<file path="config.mk">
export PLATFORM = sky130hd
export DESIGN_NAME = pulse_seq_fsm
export DESIGN_NICKNAME = d
export VERILOG_FILES = /design/src/rtl/pulse_seq_pkg.sv /design/src/rtl/hold_timer.sv /design/src/rtl/pulse_seq_fsm.sv
export SDC_FILE = /design/constraint.sdc
export NUM_CORES = 1
export LEC_CHECK = 0
export BUFFER_PORTS_ARGS = -buffer_cell sky130_fd_sc_hd__buf_2
export CAP_MARGIN = 20
export CORE_MARGIN = 2
export CORE_UTILIZATION = 50
export DETAILED_ROUTE_END_ITERATION = 16
export PLACE_DENSITY_LB_ADDON = 0.25
export SYNTH_ARGS = -nofsm -noshare
export SYNTH_HDL_FRONTEND = slang
export SYNTH_SLANG_ARGS = --single-unit
</file>
<file path="constraint.sdc">
create_clock -name clk -period 4.96 [get_ports clk]
set_clock_uncertainty 0.05 [all_clocks]
set_input_delay 0 -clock clk [delete_from_list [all_inputs] [get_ports clk]]
set_output_delay 0 -clock clk [all_outputs]
set_load 0.02 [all_outputs]
</file>
<file path="src/rtl/pulse_seq_pkg.sv">
// Shared types for the pulse sequencer: state encoding and reset state.
package pulse_seq_pkg;

  typedef enum logic [1:0] {
    IDLE = 2'd0,
    RUN  = 2'd1,
    HOLD = 2'd2
  } seq_state_t;

  localparam seq_state_t RESET_STATE = IDLE;

endpackage

</file>
<file path="src/rtl/hold_timer.sv">
// Counts consecutive HOLD cycles; pulses expired on the TIMEOUT-th one so the FSM leaves HOLD on that edge.
// Only built with PULSE_SEQ_TIMEOUT_EN; latency 0 (decoded from its own counter), no backpressure.
`ifdef PULSE_SEQ_TIMEOUT_EN
module hold_timer #(
  parameter int TIMEOUT = 16
) (
  input  logic clk,
  input  logic rst,
  input  logic en,
  output logic expired
);

  localparam int TW = (TIMEOUT > 1) ? $clog2(TIMEOUT) : 1;

  logic [TW-1:0] cnt_q, cnt_d;

  // cnt_q holds the number of HOLD cycles already completed before this one
  assign expired = en && (cnt_q == TW'(TIMEOUT - 1));

  always_comb begin
    cnt_d = '0;
    if (en && !expired) cnt_d = cnt_q + 1'b1;
  end

  always_ff @(posedge clk or posedge rst) begin
    if (rst) cnt_q <= '0;
    else     cnt_q <= cnt_d;
  end

endmodule
`endif

</file>
<file path="src/rtl/pulse_seq_fsm.sv">
// Start/stop sequencer: good for len cycles, then bad until stop; optional HOLD timeout via PULSE_SEQ_TIMEOUT_EN.
// Latency 1 cycle from any accepted input to its output effect; no backpressure, outputs decoded from state only.
module pulse_seq_fsm
  import pulse_seq_pkg::*;
#(
  parameter int CNT_W   = 8,
  parameter int TIMEOUT = 16
) (
  input  logic             clk,
  input  logic             rst,
  input  logic             start,
  input  logic             stop,
  input  logic             abort,
  input  logic [CNT_W-1:0] len,
  output logic             good,
  output logic             bad,
  output logic             busy,
  output logic [CNT_W-1:0] remaining
);

  seq_state_t       state_q, state_d;
  logic [CNT_W-1:0] cnt_q, cnt_d;
  logic             hold_expired;

`ifdef PULSE_SEQ_TIMEOUT_EN
  hold_timer #(
    .TIMEOUT (TIMEOUT)
  ) u_hold_timer (
    .clk     (clk),
    .rst     (rst),
    .en      (state_q == HOLD),
    .expired (hold_expired)
  );
`else
  assign hold_expired = 1'b0;
`endif

  always_comb begin
    state_d = state_q;
    cnt_d   = cnt_q;
    unique case (state_q)
      IDLE: begin
        if (start) begin
          // a zero length skips RUN entirely
          state_d = (len != '0) ? RUN : HOLD;
          cnt_d   = len;
        end
      end
      RUN: begin
        if (abort || cnt_q == CNT_W'(1)) begin
          state_d = HOLD;
          cnt_d   = '0;
        end else begin
          cnt_d = cnt_q - 1'b1;
        end
      end
      HOLD: begin
        if (stop || hold_expired) state_d = IDLE;
      end
      default: begin
        state_d = RESET_STATE;
        cnt_d   = '0;
      end
    endcase
  end

  always_ff @(posedge clk or posedge rst) begin
    if (rst) begin
      state_q <= RESET_STATE;
      cnt_q   <= '0;
    end else begin
      state_q <= state_d;
      cnt_q   <= cnt_d;
    end
  end

  always_comb begin
    good      = (state_q == RUN);
    bad       = (state_q == HOLD);
    busy      = (state_q == RUN) || (state_q == HOLD);
    remaining = (state_q == RUN) ? cnt_q : '0;
  end

endmodule
</file>
==> parameters.txt <==
Parameter                              Value

Routing
  Post-route antenna net violation count ... 0
  DRC errors left ... 0
  Drt via density ... slightly below 6
  Average routed wire per standard cell ... 14.9 um
  Via count ... 770
  Drt first pass iters ... 4
  Total wire length after detailed routing ... 1960 um
  Violation count after the first detailed-routing iteration ... 35

Layout
  Layout overhead on the synthesized area ... 25.5%
  Layout cells sized above 1 ... 32.8%
  Final #Nets ... 135
  Sequential standard cell area ... 250 um2
  Number of inserted diodes ... 0
  Core utilization of the finished layout ... 67.8%
  Footprint of the multi-input gates ... about 530 um2
  Fill cell count ... 128

STA
  Clock period minus final worst setup slack ... just under 2 ns
  Unrepaired setup endpoints after global routing ... false
  Setup slack of the critical path after layout ... a little over 3 ns
  Transition at the pin with the smallest max-transition slack ... 0.497 ns
  Final number of hold-violating endpoints ... 0
  Peak clock frequency supported by timing ... 0.514 GHz
  Share of the clock period used by the worst path ... between 30% and 40%
  Max-slew violations ... 0
  Hold slack ... 0.00104 ns
  Worst slew margin ... 66.5%
  Setup TNS ... 0 ns
  Final setup vio count ... 0

Synthesis
  Xor/xnor cell area share of the yosys netlist ... 0%
  Syn_nets ... 105
  Synth top area cells ... dfrtp_1, ha_1, and2_1
  Multiplexer share of the synthesized area ... 3.65%
  Library cell occupying the most area in the post-synthesis netlist ... dfrtp_1
  Commonest register cell after synthesis ... dfrtp_1
  Most frequent cells after synthesis ... dfrtp_1, inv_1, and2_1, nand2_1, ha_1
  Post-synth EDFFs ... 0
  Synthesized netlist cell count ... 87
  Largest family of logic cells by synthesized area ... compound AO/OA/AOI/OAI gates
  Yosys synthesis warning count ... 0
  Fraction of the mapped netlist area in simple logic gates ... roughly a quarter
  Compound-gate portion of the synthesized area ... 27.4%
  Number of distinct library cell variants in the gate-level netlist after synthesis ... 36
  Sequential-to-total area share from yosys stat ... around 30%
  Adder-Cell Fraction of Synth Area ... 7.60%
  Most common cell in the synthesized netlist ... dfrtp_1
  Ys async rst share ... 100%
  Proportion of netlist area held by the largest area contributor ... 30.4%
  Seq cells post-synth ... 10
  Average footprint of a synthesized cell ... 9.46 um2
  Summed instance area of the synthesized netlist ... between 800 and 900 um2

Global routing
  Largest net degree at the start of global routing ... 13
  Wire length of the first global-routing pass ... 3220 um
  Combined global-route utilization of all metal layers ... 23.1%
  Number of global-route vias before repair ... roughly 720
  Initial antenna violation count ... 0
  Congestion Overflow GR ... 0

Die
  Area of the core ... 1520 um2
  I/O pin count ... 24
  Height of the chip ... between 40 and 50 um
  Initial Util ... 54.0%
  Die span in x ... 44.6 um
  Number of placement rows ... 14
  Total Die Area ... 1990 um2

Power
  Power per unit of standard cell area ... 627 nW/um2
  Total power consumption of the routed design ... 648 uW
  Leakage component of the power ... 0.000496 uW
  Peak supply drop ... 0.000275 V

Setup path
  RR Endpoint ... cnt_q[4]
  Maximum net fanout on the critical path ... 12
  Required time of the worst setup path ... 5.08 ns
  Origin of the critical flop-to-flop path ... state_q[0]
  Critical path type ... reg -> reg
  Number of cell instances on the worst register-to-register path ... 6
  Critical path data arrival time ... 2.07 ns
  Crit start category ... register
  Endpoint kind of the worst setup timing path ... register
  Setup slack on the worst flop-to-flop path ... 3.02 ns

Clock tree
  TritonCTS buffer count ... 3
  Number of cells upsized or downsized after cts ... 0
  Level count of the clock H-tree ... 1
  Clock root cell ... clkbuf_4
  CTS tree ... built
  Clock latency on the worst-skew pair ... 0.28 ns
  Bufs on Longest Clock Path ... 2
  Clock slew at the register clock pins of the worst setup and hold paths ... 0.08 ns
  Sink count of the clock tree ... 10

Placement
  RD Place Congestion ... 0.907
  Post-detailed-placement half-perimeter wirelength ... 1430 um
  Port Buffers ... 23
  Worst slack, placed ... slightly above 3 ns

Worst hold path
  Worst Min Path Start ... len[0]
  Hold/Removal Path Class ... in -> reg
  Hold depth ... 3
  Endpoint of the worst hold-timing path ... cnt_q[0]

Job
  Count of max-cap constraint violations ... 0

Outcome
  Result of the run ... finished clean
worst max path at each step:
| stage | start | to | slack, ns |
|---|---|---|---|
| after CTS | state_q[0] | cnt_q[4] | 3.02 |
| after detailed placement | state_q[0] | cnt_q[4] | 3.04 |
| final | state_q[0] | cnt_q[4] | 3.02 |
| after global routing | state_q[1] | cnt_q[3] | 2.88 |
| after floorplan | state_q[0] | cnt_q[4] | 3.25 |
| after global placement | state_q[0] | cnt_q[4] | 3.06 |
placed cells by master (no fill, tap or decap), types with 2 or more instances in the layout:
cell type / n
clkbuf_4: 3
a22o_1: 2
o31ai_1: 2
and2_1: 7
ha_1: 5
o21ai_1: 2
o2bb2ai_1: 3
mux2i_1: 3
o21ai_0: 4
nor3_1: 2
buf_2: 23
nor2_1: 4
nor4_1: 2
nand2_1: 7
dfrtp_1: 10
dlygate4sd3_1: 5
a32oi_1: 3
inv_1: 8
critical path, cell delays in order, from the launching register on:
cell	delay, ns
dfrtp_1	0.36
inv_1	0.08
ha_1	0.37
nor2b_2	0.25
or2_2	0.37
a21o_1	0.18
a22o_1	0.17
metrics by stage:
| stage | cells | cell area, um2 |
|---|---|---|
| floorplan | 87 | 823 |
| global placement | 123 | 947 |
| detailed placement | 123 | 947 |
| CTS | 132 | 1030 |
| global route | 132 | 1030 |
| finish | 132 | 1030 |
per-layer routing:
layer | track usage, % | share of wire, % | up-vias
li1 | - | - | 377
met1 | 30.5 | 47 | 359
met2 | 35.1 | 45 | 30
met3 | 6.12 | 6.5 | 4
met4 | 10.3 | 2.1 | 0
met5 | 0 | 0 | -
power by group:
| part | switching [uW] | internal [uW] | total, uW |
|---|---|---|---|
| clock | 33.8 | 44.7 | 78.4 |
| sequential | 43.0 | 115 | 158 |
| combinational | 236 | 176 | 412 |
cell families (layout without fill, tap and decap cells):
family / count (synthesis) / count (layout)
mux: 3 / 3
buf+inv: 11 / 40
compound gates: 25 / 25
flops: 10 / 10
fa+ha+maj: 5 / 5
simple gates: 33 / 33
repair_timing:
| item | in CTS | in global routing |
|---|---|---|
| setup buffers | 0 | 0 |
| hold endpoints to repair | 14 | 0 |
| hold buffers | 5 | 0 |
area by class of cell:
type	count	area share [%]
Timing Repair Buffer	28	16.0
Inverter	8	2.91
Clock buffer	4	3.51
Sequential cell	10	24.2
Multi-Input combinational cell	66	51.5
Tap cell	16	1.94
sequential cells by signal, indices dropped and copies added, names as in the netlist:
name	count
cnt_q	8
state_q	2
No activity file was read; power rests on OpenSTA's default activity.
